File: src/rtl/memwb_skid_pipe.sv
// -----------------------------------------------------------------------------
// memwb_skid_pipe
//
// MEM/WB pipeline stage for the RV32I pipeline, built around a two-entry skid
// buffer. The head entry M drives the writeback outputs and the skid entry S
// catches one extra payload. This lets WB stall without a combinational ready
// path back into the memory stage.
//
// Parameters
//   XLEN      : width of the alu_res / wrap_load / next_sel_addr / pre_address
//               fields (32 or 64)
//   NOP_INSN  : instruction presented after reset (addi x0,x0,0)
//
// Ports
//   clk, rst               : clock, asynchronous active-high reset
//   in_valid / in_ready    : MEM-side handshake (in_ready is registered)
//   flush                  : synchronous kill of every held entry
//   *_in                   : writeback payload from the memory stage
//   out_valid / out_ready  : WB-side handshake
//   reg_write_out          : register-file write enable, forced low on bubbles
//   *_out                  : head-entry payload fields
//   stall_cycles,
//   flush_count            : statistics counters, present only when the
//                            MEMWB_PIPE_STATS_EN macro is defined
// -----------------------------------------------------------------------------
module memwb_skid_pipe #(
    parameter int          XLEN     = 32,
    parameter logic [31:0] NOP_INSN = 32'h0000_0013
) (
    input  logic            clk,
    input  logic            rst,
    input  logic            in_valid,
    output logic            in_ready,
    input  logic            flush,
    input  logic            reg_write_in,
    input  logic [1:0]      mem_reg_in,
    input  logic [XLEN-1:0] alu_res_in,
    input  logic [XLEN-1:0] wrap_load_in,
    input  logic [XLEN-1:0] next_sel_addr_in,
    input  logic [XLEN-1:0] pre_address_in,
    input  logic [31:0]     instruction_in,
    output logic            out_valid,
    input  logic            out_ready,
    output logic            reg_write_out,
    output logic [1:0]      mem_reg_out,
    output logic [XLEN-1:0] alu_res_out,
    output logic [XLEN-1:0] wrap_load_out,
    output logic [XLEN-1:0] next_sel_addr_out,
    output logic [XLEN-1:0] pre_address_out,
    output logic [31:0]     instruction_out
`ifdef MEMWB_PIPE_STATS_EN
    ,
    output logic [31:0]     stall_cycles,
    output logic [15:0]     flush_count
`endif
);

    // Packed payload layout: {reg_write, mem_reg, alu, wrap, next_sel, pre, insn}
    localparam int PW = 1 + 2 + 4 * XLEN + 32;
    localparam logic [PW-1:0] RST_PAY = {{(PW-32){1'b0}}, NOP_INSN};

    typedef enum logic [1:0] {
        ST_EMPTY = 2'd0,
        ST_ONE   = 2'd1,
        ST_FULL  = 2'd2
    } state_t;

    state_t          state_q, state_d;
    logic [PW-1:0]   m_q, m_d;
    logic [PW-1:0]   s_q, s_d;
    logic            out_valid_q;
    logic            in_ready_q;
    logic            reg_write_q;
    logic [PW-1:0]   in_pay_s;
    logic            push_s;
    logic            pop_s;
    logic            m_rw_unused_s;

    assign in_pay_s = {reg_write_in, mem_reg_in, alu_res_in, wrap_load_in,
                       next_sel_addr_in, pre_address_in, instruction_in};

    // Handshakes use only registered flags, so out_ready never reaches in_ready.
    assign push_s = in_valid & in_ready_q;
    assign pop_s  = out_valid_q & out_ready;

    // Next-state and payload steering for the two-entry skid buffer.
    always_comb begin
        state_d = state_q;
        m_d     = m_q;
        s_d     = s_q;
        if (flush) begin
            // Flush wins: any same-cycle push is dropped; payloads stay stale.
            state_d = ST_EMPTY;
        end else begin
            case (state_q)
                ST_EMPTY: begin
                    if (push_s) begin
                        state_d = ST_ONE;
                        m_d     = in_pay_s;
                    end else begin
                        state_d = ST_EMPTY;
                    end
                end
                ST_ONE: begin
                    if (push_s && !pop_s) begin
                        state_d = ST_FULL;
                        s_d     = in_pay_s;
                    end else if (push_s && pop_s) begin
                        // Head replaced in place: no bubble between entries.
                        state_d = ST_ONE;
                        m_d     = in_pay_s;
                    end else if (pop_s) begin
                        state_d = ST_EMPTY;
                    end else begin
                        state_d = ST_ONE;
                    end
                end
                ST_FULL: begin
                    // in_ready is low here, so only a pop can change state.
                    if (pop_s) begin
                        state_d = ST_ONE;
                        m_d     = s_q;
                    end else begin
                        state_d = ST_FULL;
                    end
                end
                default: begin
                    state_d = ST_EMPTY;
                end
            endcase
        end
    end

    // State, payload and registered handshake/qualifier flags.
    always_ff @(posedge clk or posedge rst) begin
        if (rst) begin
            state_q     <= ST_EMPTY;
            m_q         <= RST_PAY;
            s_q         <= RST_PAY;
            out_valid_q <= 1'b0;
            in_ready_q  <= 1'b1;
            reg_write_q <= 1'b0;
        end else begin
            state_q     <= state_d;
            m_q         <= m_d;
            s_q         <= s_d;
            out_valid_q <= (state_d != ST_EMPTY);
            in_ready_q  <= (state_d != ST_FULL);
            // Bubble-safe write enable: a stale head never writes the regfile.
            reg_write_q <= m_d[PW-1] & (state_d != ST_EMPTY);
        end
    end

    assign out_valid     = out_valid_q;
    assign in_ready      = in_ready_q;
    assign reg_write_out = reg_write_q;
    assign {m_rw_unused_s, mem_reg_out, alu_res_out, wrap_load_out,
            next_sel_addr_out, pre_address_out, instruction_out} = m_q;

`ifdef MEMWB_PIPE_STATS_EN
    logic [31:0] stall_q;
    logic [15:0] flush_cnt_q;

    // Saturating statistics counters; flush does not clear them.
    always_ff @(posedge clk or posedge rst) begin
        if (rst) begin
            stall_q     <= 32'd0;
            flush_cnt_q <= 16'd0;
        end else begin
            if (out_valid_q && !out_ready && (stall_q != 32'hFFFF_FFFF)) begin
                stall_q <= stall_q + 32'd1;
            end else begin
                stall_q <= stall_q;
            end
            if (flush && (flush_cnt_q != 16'hFFFF)) begin
                flush_cnt_q <= flush_cnt_q + 16'd1;
            end else begin
                flush_cnt_q <= flush_cnt_q;
            end
        end
    end

    assign stall_cycles = stall_q;
    assign flush_count  = flush_cnt_q;
`endif

endmodule

File: config.mk
export PLATFORM = sky130hd
export DESIGN_NAME = memwb_skid_pipe
export DESIGN_NICKNAME = d
export VERILOG_FILES = /design/src/rtl/memwb_skid_pipe.sv
export SDC_FILE = /design/constraint.sdc
export NUM_CORES = 1
export LEC_CHECK = 0
export ABC_AREA = 1
export ABC_CLOCK_PERIOD_IN_PS = 22000
export CAP_MARGIN = 20
export CORE_ASPECT_RATIO = 0.8
export CORE_MARGIN = 3
export CORE_UTILIZATION = 55
export CTS_CLUSTER_DIAMETER = 40
export DETAILED_ROUTE_END_ITERATION = 6
export GPL_ROUTABILITY_DRIVEN = 0
export PLACE_DENSITY = 0.85
export REMOVE_ABC_BUFFERS = 1
export SETUP_SLACK_MARGIN = 0.05
export SLEW_MARGIN = 20
export SYNTH_ARGS = -nofsm -noshare
export SYNTH_HDL_FRONTEND = slang
export SYNTH_SLANG_ARGS = --single-unit
File: constraint.sdc
create_clock -name clk -period 22 [get_ports clk]
set_input_delay 5.5 -clock clk [delete_from_list [all_inputs] [get_ports clk]]
set_output_delay 5.5 -clock clk [all_outputs]
set_load 0.02 [all_outputs]
==> impl_metrics.py <==
metrics = {
    "floorplan": {
        "io_pins": 333,
        "core_um2": 27600,
        "rows": 54,
        "die-height_um": 156,
        "initial_core_util": 0.564,
        "die-width_um": 194,
        "dieArea_um2": 30300,
    },
    "timing": {
        "max_freq_mhz": 114,
        "worstMarginPinSlew_ps": 1100,
        "maxSlewViolCount": 0,
        "slew_headroom": 0.269,
        "finalSetupViolCount": 0,
        "fin_tns_setup_ps": 0,
        "fin_crit_ps": 8810,
        "hold_viol_final": 0,
        "setup_slack_ps": 13190,
        "clock_skew_ps": 13.1,
        "finalCritPeriodShare": 0.400,
        "rsz0062_at_grt": "no",
    },
    "run": {
        "max_cap_viol_count": 0,
    },
    "logic_synthesis": {
        "synth_compound_area_frac": 0.105,
        "ys_async_sr_fraction": 1.00,
        "avgSynthCellArea_um2": 8.02,
        "seq_area_frac_synth": 0.533,
        "synthTopCellsByCount": "nand2_1, dfrtp_1, o21ai_0",
        "synth_edf_count": 0,
        "synth_ff_type": "dfrtp_1",
        "muxShareOfSynthArea": 0,
        "yosysTopAreaCell": "dfrtp_1",
        "yosys_warnings": 0,
        "synthXorXnorAreaFrac": 0,
        "synthSimpleGateAreaFrac": 0.208,
        "synthCells": 1939,
        "yosysMostFrequentCell": "nand2_1",
        "synth_top_area_share": 0.521,
        "synthTopCellsByArea": "dfrtp_1, nand2_1, buf_4",
        "synth-adder-area-share": 0,
        "synth_seq_cells": 331,
        "synth_top_family_by_area": "simple AND/OR/NAND/NOR gates",
        "yosys.cell_types.count": 21,
        "syn-cell-area_um2": 15600,
    },
    "cts": {
        "clk_path_buf_depth": 3,
        "cts.sinks": 331,
        "cts.reportedPaths.clkPinSlew_ps": 60,
        "clk_latency_ps": 520,
        "cts_setup_buffers": 0,
        "cts.repair.resized": 0,
        "cts_hold_buf": 0,
        "tritoncts": "built",
        "cts-root-buf": "clkbuf_16",
        "cts_inserted_buffers": 41,
        "htree_levels": 2,
    },
    "setup_path": {
        "startpoint_type": "input pin",
        "critPathRequiredTime_ps": 22430,
        "cp.arrival_ps": 9230,
        "worst-path-max-fanout": 123,
        "critPathKind": "input pin to flip-flop",
        "end_kind": "flip-flop",
        "worstReg2RegEnd": "s_q[35]$_DFFE_PP0P_",
        "r2r-start": "state_q[1]$_DFF_PP0_",
        "startpoint": "out_ready",
        "reg2reg_slack_ps": 18190,
        "reg2reg_depth": 8,
    },
    "grt": {
        "grt_pass1_wl_um": 65800,
        "grtUsageTotal": 0.264,
        "grt_overflow": 0,
        "grt_pass1_vias": 13071,
        "grt_start_max_net_pins": 129,
        "antenna_found_initial": 2,
    },
    "power_and_ir_drop": {
        "p_seq_frac": 0.427,
        "p_comb_frac": 0.248,
        "power.total_mw": 2.15,
        "leakagePower_nw": 9.26,
        "internal_power_mw": 1.47,
        "p_sw_frac": 0.319,
        "p_switching_mw": 0.686,
        "p_clk_frac": 0.324,
        "vdd_drop_max_uv": 74.1,
        "p_per_area_nw_per_um2": 112,
    },
    "route": {
        "firstDrtPassIters": 7,
        "first_iter_violations": 950,
        "ant_nets": 0,
        "dr_total_vias": 12910,
        "wl_per_cell_um": 16.4,
        "drc": 0,
        "wirelength_um": 40200,
        "vias_per_cell": 5.26,
    },
    "placed_design": {
        "dp_hpwl_um": 24800,
        "placed_area_um2": 17700,
        "pre_cts_ws_ps": 12470,
        "port_buffers": 332,
    },
    "layout": {
        "area_delta_synth_final_pct": 23.4,
        "post-route-cell-area_um2": 19200,
        "nFillCells": 2054,
        "layout-drive-gt1-share": 0.0493,
        "nNetsFinal": 2225,
    },
    "min_path": {
        "hold_path_depth": 2,
        "hp-class": "flip-flop to flip-flop",
        "hold_path_end": "m_q[42]$_DFFE_PP0P_",
        "min_from": "m_q[42]$_DFFE_PP0P_",
    },
    "status": {
        "outcome": "complete, no violations",
    },
}
placed cells by master, fill, tap and decap left out:
cell type          n
a21oi_1          128
a21oi_2            1
buf_16             1
buf_4              9
buf_6              3
bufinv_16          4
clkbuf_1           4
clkbuf_16         43
clkbuf_8           5
clkdlybuf4s50_1  332
clkinv_2           2
clkinv_4           4
clkinvlp_4         5
dfrtp_1          324
dfstp_2            7
diode_2            1
inv_1            167
inv_2              1
inv_4              1
inv_6              7
inv_8              2
nand2_1          662
nand2_2            3
nand2_4            1
nand3_1           39
nand4_1            1
nor2_1           131
nor2_4             3
nor2_8             1
o21ai_0          173
o21ai_1           25
cell families (layout without fill, tap and decap cells):
family | Yosys count | count (layout)
other | 0 | 1
DFF | 331 | 331
buffers and inverters | 440 | 590
AOI/OAI and AO/OA | 327 | 327
and+or+nand+nor | 841 | 841
worst max-delay path: stages:
cell and delay, ps:
clkdlybuf4s50_1 420, nand2_1 200, nand2_1 170, nor2_4 100, buf_4 640, buf_6 730
buf_4 920, nor2_1 100, a21oi_1 200
worst max path at each step:
stage / to / slack, ps / cells after the start
floorplan: reg_write_out$_DFF_PP0_ / 5600 / 7
global placement: s_q[62]$_DFFE_PP0P_ / 12670 / 8
detailed placement: s_q[35]$_DFFE_PP0P_ / 12470 / 8
CTS: s_q[35]$_DFFE_PP0P_ / 13010 / 9
global route: s_q[3]$_DFFE_PP0P_ / 12910 / 9
finish: s_q[35]$_DFFE_PP0P_ / 13190 / 9
flip-flops by register name (all words and copies together) (netlist names):
signal and count:
reg_write_out 1, s_q 163, in_ready 1, state_q 2, m_q 163, out_valid 1
layout make-up:
cell class	instances	area [um^2]	share of cell area
diodes	1	2.50	0.000130
clock buffers	52	1160	0.0604
clock inverters	23	275	0.0143
inverters	170	648	0.0338
multi-input cells	1168	4900	0.255
flip-flops and latches	331	8290	0.432
well taps	364	455	0.0237
repair buffers	345	3450	0.180
per-stage QoR:
step | hold slack (ps) | utilization | instances
after floorplan | 459 | - | 1669
after global placement | 452 | 0.642 | 2377
after detailed placement | 457 | 0.643 | 2377
after CTS | 471 | 0.695 | 2452
after global routing | 490 | 0.696 | 2454
final | 467 | 0.696 | 2454
layer usage:
metal | vias to the layer above | track usage | part of all wire
met5 | - | 0 | 0.00027
met4 | 2 | 0.0854 | 0.029
met3 | 84 | 0.0542 | 0.091
met2 | 627 | 0.449 | 0.47
met1 | 6133 | 0.344 | 0.41
li1 | 6064 | - | -
power by group through the flow:
stage          Clock [mW]  Combinational, mW  Sequential [mW]
5_1_grt             0.738              0.591            0.941
4_1_cts             0.711              0.539            0.919
6_report            0.699              0.535            0.921
3_3_place_gp            0              0.512            0.914
2_1_floorplan           0              0.230            0.982
3_5_place_dp            0              0.534            0.923
Power figures use the tool's default switching activity.
